<file path="config.mk">
export PLATFORM = sky130hd
export DESIGN_NAME = scancode_decoder
export DESIGN_NICKNAME = d
export VERILOG_FILES = /design/src/rtl/scancode_decoder.sv
export SDC_FILE = /design/constraint.sdc
export NUM_CORES = 1
export LEC_CHECK = 0
export BUFFER_PORTS_ARGS = -buffer_cell sky130_fd_sc_hd__buf_4
export CELL_PAD_IN_SITES_DETAIL_PLACEMENT = 0
export CELL_PAD_IN_SITES_GLOBAL_PLACEMENT = 1
export CORE_UTILIZATION = 35
export CTS_CLUSTER_SIZE = 28
export DETAILED_ROUTE_END_ITERATION = 7
export PLACE_DENSITY = 0.67
export RECOVER_POWER = 100
export SETUP_SLACK_MARGIN = 0.3
export SYNTH_ARGS = -nofsm -noshare
export SYNTH_HDL_FRONTEND = slang
export SYNTH_SLANG_ARGS = --single-unit
export TNS_END_PERCENT = 20
</file>
<file path="constraint.sdc">
create_clock -name clk -period 3.25 [get_ports clk]
set_input_delay 0.1625 -clock clk [delete_from_list [all_inputs] [get_ports clk]]
set_output_delay 0.1625 -clock clk [all_outputs]
set_load 0.02 [all_outputs]
</file>
<file path="src/rtl/scancode_decoder.sv">
// scancode_decoder
// Turns raw PS/2 set-2 bytes from the keyboard controller into key events
// {extended, released, code}. The events are buffered in a first-word-fall-through
// FIFO that a CPU-side reader drains with a valid/ready handshake.
// kbd_valid is asynchronous to clk. It is synchronised, and then each rising edge
// becomes a one-cycle strobe that carries the sampled byte.
module scancode_decoder #(
  parameter int FIFO_DEPTH  = 8,
  parameter int SYNC_STAGES = 2
) (
  input  logic                          clk,
  input  logic                          rst,
  input  logic [7:0]                    kbd_data,
  input  logic                          kbd_valid,
  output logic [7:0]                    ev_code,
  output logic                          ev_ext,
  output logic                          ev_release,
  output logic                          ev_valid,
  input  logic                          ev_ready,
  output logic [$clog2(FIFO_DEPTH):0]   ev_count,
  output logic                          overflow
);

  localparam int PTR_W = $clog2(FIFO_DEPTH);
  localparam int CNT_W = PTR_W + 1;
  localparam int SET_W = $clog2(SYNC_STAGES + 1);

  typedef struct packed {
    logic       ext;
    logic       rel;
    logic [7:0] code;
  } event_t;

  typedef enum logic [2:0] {
    S_IDLE,
    S_E0,
    S_F0,
    S_E0F0,
    S_PAUSE
  } state_t;

  // Controller replies (ACK, BAT result, echo, errors) are not key events.
  function automatic logic is_reply(input logic [7:0] b);
    case (b)
      8'h00, 8'hAA, 8'hEE, 8'hFA, 8'hFC, 8'hFD, 8'hFE, 8'hFF: is_reply = 1'b1;
      default:                                               is_reply = 1'b0;
    endcase
  endfunction

  // ---------------------------------------------------------------------------
  // Capture: synchroniser, edge detect, byte sample
  // ---------------------------------------------------------------------------
  logic [SYNC_STAGES-1:0] sync_q;
  logic [SET_W-1:0]       settle_cnt;
  logic                   settled;
  logic                   sync_last;
  logic                   prev_q;
  logic                   rise;
  logic                   strobe_r;
  logic [7:0]             byte_r;

  assign sync_last = sync_q[SYNC_STAGES-1];
  assign settled   = (settle_cnt == SET_W'(SYNC_STAGES));
  assign rise      = settled & sync_last & ~prev_q;

  // Shift kbd_valid through the synchroniser chain.
  always_ff @(posedge clk) begin
    // NOTE: sequential state uses non-blocking (<=) so every flop samples pre-edge values.
    if (rst) sync_q <= '0;
    else     sync_q <= {sync_q[SYNC_STAGES-2:0], kbd_valid};
  end

  // Count the cycles the cleared chain needs to refill after reset.
  always_ff @(posedge clk) begin
    if (rst)           settle_cnt <= '0;
    else if (!settled) settle_cnt <= settle_cnt + SET_W'(1);
  end

  // Edge detect and byte sample. The previous-level flop is forced high until
  // the chain has refilled. This way a level that was held high across reset
  // is not seen as a new byte.
  always_ff @(posedge clk) begin
    if (rst) begin
      prev_q   <= 1'b1;
      strobe_r <= 1'b0;
      byte_r   <= '0;
    end else begin
      prev_q   <= settled ? sync_last : 1'b1;
      strobe_r <= rise;
      if (rise) byte_r <= kbd_data;
    end
  end

  // ---------------------------------------------------------------------------
  // Decode FSM
  // ---------------------------------------------------------------------------
  state_t     state, state_n;
  logic [2:0] pause_cnt, pause_n;
  logic       push;
  event_t     push_ev;

  // State and pause-skip counter registers.
  always_ff @(posedge clk) begin
    if (rst) begin
      state     <= S_IDLE;
      pause_cnt <= '0;
    end else begin
      state     <= state_n;
      pause_cnt <= pause_n;
    end
  end

  // Next-state and push decision. Each strobe moves the FSM exactly once.
  always_comb begin
    // NOTE: every output of this block gets a default first, so no latch is inferred.
    state_n = state;
    pause_n = pause_cnt;
    push    = 1'b0;
    push_ev = '0;
    if (strobe_r) begin
      case (state)
        S_IDLE: begin
          if (byte_r == 8'hE0) begin
            state_n = S_E0;
          end else if (byte_r == 8'hF0) begin
            state_n = S_F0;
          end else if (byte_r == 8'hE1) begin
            state_n = S_PAUSE;
            pause_n = 3'd7;
          end else if (!is_reply(byte_r)) begin
            push    = 1'b1;
            push_ev = '{ext: 1'b0, rel: 1'b0, code: byte_r};
          end
        end
        S_E0: begin
          if (byte_r == 8'hF0) begin
            state_n = S_E0F0;
          end else if (byte_r == 8'hE0) begin
            state_n = S_E0;
          end else begin
            state_n = S_IDLE;
            if (byte_r != 8'h12) begin
              push    = 1'b1;
              push_ev = '{ext: 1'b1, rel: 1'b0, code: byte_r};
            end
          end
        end
        S_F0: begin
          state_n = S_IDLE;
          push    = 1'b1;
          push_ev = '{ext: 1'b0, rel: 1'b1, code: byte_r};
        end
        S_E0F0: begin
          state_n = S_IDLE;
          if (byte_r != 8'h12) begin
            push    = 1'b1;
            push_ev = '{ext: 1'b1, rel: 1'b1, code: byte_r};
          end
        end
        S_PAUSE: begin
          pause_n = pause_cnt - 3'd1;
          if (pause_cnt == 3'd1) begin
            state_n = S_IDLE;
            push    = 1'b1;
            push_ev = '{ext: 1'b0, rel: 1'b0, code: 8'hE1};
          end
        end
        default: state_n = S_IDLE;
      endcase
    end
  end

  // ---------------------------------------------------------------------------
  // Event FIFO (first-word fall-through)
  // ---------------------------------------------------------------------------
  event_t           mem [FIFO_DEPTH];
  logic [PTR_W-1:0] wr_ptr, rd_ptr;
  logic [CNT_W-1:0] count;
  logic             full;
  logic             pop;
  logic             do_push;
  event_t           head;

  assign full     = (count == CNT_W'(FIFO_DEPTH));
  assign ev_valid = (count != '0);
  assign pop      = ev_valid & ev_ready;
  // When the FIFO is full, a pop in the same cycle frees the slot for the push.
  assign do_push  = push & (~full | pop);

  // Storage write.
  always_ff @(posedge clk) begin
    // NOTE: the storage array has no reset. Only the pointers and count need one,
    // and stale entries are masked at the outputs while the FIFO is empty.
    if (do_push) mem[wr_ptr] <= push_ev;
  end

  // Pointers, occupancy and the sticky overflow flag.
  always_ff @(posedge clk) begin
    if (rst) begin
      wr_ptr   <= '0;
      rd_ptr   <= '0;
      count    <= '0;
      overflow <= 1'b0;
    end else begin
      if (do_push) wr_ptr <= wr_ptr + PTR_W'(1);
      if (pop)     rd_ptr <= rd_ptr + PTR_W'(1);
      case ({do_push, pop})
        2'b10:   count <= count + CNT_W'(1);
        2'b01:   count <= count - CNT_W'(1);
        default: count <= count;
      endcase
      if (push && full && !pop) overflow <= 1'b1;
    end
  end

  assign head       = mem[rd_ptr];
  assign ev_code    = ev_valid ? head.code : 8'h00;
  assign ev_ext     = ev_valid & head.ext;
  assign ev_release = ev_valid & head.rel;
  assign ev_count   = count;

endmodule

</file>
==> impl_metrics.env <==
export IMPL_status="finished, final reports clean"
export IMPL_fin_tns_setup_ps=0
export IMPL_maxSlewViolCount=0
export IMPL_grt_pass1_vias=3059
export IMPL_fmax_mhz=349
export IMPL_coreArea_sq_um=13500
export IMPL_p_leak_nw=2.24
export IMPL_clk_pin_slew_worst_paths_ps=50
export IMPL_ys_seq_area_frac=0.629
export IMPL_muxShareOfSynthArea=0.149
export IMPL_netlist_instances=352
export IMPL_dpl_cell_area_sq_um=5410
export IMPL_dp_hpwl_um=6500
export IMPL_crit_fanout=11
export IMPL_cts_root_buf="clkbuf_16"
export IMPL_io_buffers=27
export IMPL_final_area_sq_um=5990
export IMPL_grt_max_degree=40
export IMPL_relSlewSlack=0.456
export IMPL_die_h_um=120
export IMPL_fin_nets=427
export IMPL_cts_buffer_depth=2
export IMPL_synth_xor_area_share=0.0107
export IMPL_clk_latency_ps=400
export IMPL_power_density_nw_per_um2=689
export IMPL_diodes=0
export IMPL_grt_ovfl_total=0
export IMPL_gr_usage_met2=0.240
export IMPL_clock_sinks=114
export IMPL_finalSetupViolCount=0
export IMPL_ys_types=51
export IMPL_std_cell_rows=42
export IMPL_drc=0
export IMPL_drtIter0Drc=173
export IMPL_placed_cells=557
export IMPL_synth_nets=372
export IMPL_min_period_ps=2860
export IMPL_cp_data_arrival_time_ps=3160
export IMPL_synth_compound_area_frac=0.0421
export IMPL_critPathSlowestCell="or4_1"
export IMPL_p_total_mw=4.13
export IMPL_use_met3=0.0396
export IMPL_final_period_utilization=0.882
export IMPL_gp_congestion=0.828
export IMPL_grt_pass1_wl_um=16300
export IMPL_crit_path_end_kind="flop"
export IMPL_grt_use_met1=0.202
export IMPL_synth_area_sq_um=4900
export IMPL_die_width_um=120
export IMPL_max_stage_delay_ps=560
export IMPL_ioPinCount=28
export IMPL_start_util=0.364
export IMPL_drt_pass1_iterations=4
export IMPL_report_final_hold_viol_count=0
export IMPL_cap_violations=0
export IMPL_vdd_ir_drop_max_v=0.000325
export IMPL_drive_gt1_frac=0.226
export IMPL_critPathTopFamily="simple AND/OR/NAND/NOR gates"
export IMPL_synth_top_family_by_area="multiplexers"
export IMPL_critPathKind="flop to flop"
export IMPL_rsz0062_at_grt="no"
export IMPL_cts_tree="yes"
export IMPL_globalRouteTotalUtil=0.152
export IMPL_cts_buffers=17
export IMPL_worst_pin_slew_ps=816
export IMPL_worst_path_buf_inv=1
export IMPL_viasPerCell=4.99
export IMPL_crit_chain="inv_1 > or4_1 > nand2_1 > o32ai_2 > ha_1 > a21o_1 > a21oi_2 > nor2_1 > a221oi_2 > mux2_1"
export IMPL_wl_um=9990
export IMPL_finClkSkew_ps=6.34
export IMPL_required_ps=3540
export IMPL_antenna_left=0
export IMPL_synthAdderAreaFrac=0.0220
export IMPL_syn_area_per_cell_sq_um=13.9
export IMPL_wire_per_inst_um=16.8
export IMPL_worst_setup_path_start_kind="flop"
export IMPL_num_vias=2977
export IMPL_yosysWarnings=0
export IMPL_antenna_found_initial=0
export IMPL_synth_edf_count=80
export IMPL_area_growth_pct=22.3
export IMPL_gr_max_usage_layer="met2"
export IMPL_synthSimpleGateAreaFrac=0.124
export IMPL_async_flop_share=0
export IMPL_synth_seq_cells=114
export IMPL_layout_cells_non_filler=596
export IMPL_hold_class="input port to flop"
export IMPL_htreeDepth=4
export IMPL_yosys_most_used_dff="edfxtp_1"
export IMPL_die_area_sq_um=14500
## logic make-up after synthesis
group	Yosys count
AOI/OAI and AO/OA	29
xor gates and xnor gates	6
adders and majority gates	8
buffers and inverters	28
DFF	114
muxes	47
and+or+nand+nor	120
## report_power, final
group          internal [mW]  switching, mW  total [mW]
clock network           1.12          0.642        1.76
registers               1.59         0.0540        1.64
logic                  0.328          0.393       0.720
## worst min-delay path, delay by kind of cell
| family | cells | cell delay (ps) |
|---|---|---|
| mux | 1 | 50 |
| buf+inv | 1 | 80 |
| simple gates | 1 | 70 |
## path summary, 6_finish.rpt
path,from,to,slack (ps),cells after the start
setup / recovery,state[2]$_SDFFE_PP0P_,ev_count[3]$_SDFFE_PP0P_,390,10
hold / removal,kbd_data[3],byte_r[3]$_SDFFE_PP0P_,10,3
setup reg to reg,state[2]$_SDFFE_PP0P_,ev_count[3]$_SDFFE_PP0P_,390,10
hold reg to reg,sync_q[0]$_SDFF_PP0_,sync_q[1]$_SDFF_PP0_,440,1
## what timing repair did
action	in CTS	in global routing
endpoints found under the setup margin	1	13
hold buffers	5	1
gates resized for setup	2	15
buffers inserted	0	1
pin swaps	0	7
hold endpoints to repair	5	1
## layout make-up
type	count	area, sq um
repair buffers	54	335
multi-input cells	210	1740
fillers	1289	7460
well taps	176	220
inverters	10	37.5
clock inverters	14	140
clock buffers	18	429
flip-flops and latches	114	3090
## metal layers
metal	vias up	part of all wire
li1	1432	-
met5	-	0
met3	12	0.034
met4	0	0.015
met1	1482	0.47
met2	51	0.48
## Yosys cell counts (all sizes together) (2+ instances only)
cell type	n	share of area
nor2b	6	0.0077
a31oi	2	0.0026
a21o	2	0.0031
nor2	50	0.038
a21oi	12	0.012
clkbuf	14	0.011
and3	3	0.0038
nand4	3	0.0038
edfxtp	80	0.49
mux2i	21	0.043
nand3	7	0.0082
and2	5	0.0064
buf	4	0.0051
inv	10	0.0077
a41oi	3	0.0069
nor4	3	0.0069
nand3b	3	0.0046
mux2	6	0.014
a221oi	2	0.0049
xnor2	3	0.0054
nand2	16	0.012
nor3	8	0.0082
dfxtp	34	0.14
ha	7	0.018
nand2b	7	0.0089
xor2	3	0.0054
o21ai	2	0.0020
mux4	20	0.092
## state kept, by name (all words and copies together) (netlist names), named ones only
name and flops:
ev_count 4, overflow 1, strobe_r 1, prev_q 1, wr_ptr 3, byte_r 8, pause_cnt 3, mem 80
rd_ptr 3, settle_cnt 2, sync_q 2, state 3
## stage by stage
stage                     setup slack, ps  hold slack [ps]   util
after global placement                274              379  0.402
after global routing                  163             23.8  0.445
after floorplan                       349              291      -
after CTS                             320            0.470  0.449
final                                 385             11.1  0.445
after detailed placement              190              402  0.402
## cell usage in the layout (no fill, tap or decap), types with 4 or more instances in the layout
cell type and count:
a21oi_1 11, nand2_1 15, and2_0 5, nor2_1 50
mux2_1 4, mux4_2 20, nand3_1 6, clkbuf_16 17
clkbuf_1 19, nor3_1 7, nand2b_1 7, dfxtp_1 32
dlygate4sd3_1 6, edfxtp_1 80, ha_1 7, clkbuf_2 7
inv_1 10, mux2i_1 21, nor2b_1 6, buf_4 22
Note: power is estimated with default switching activity, not from simulation.
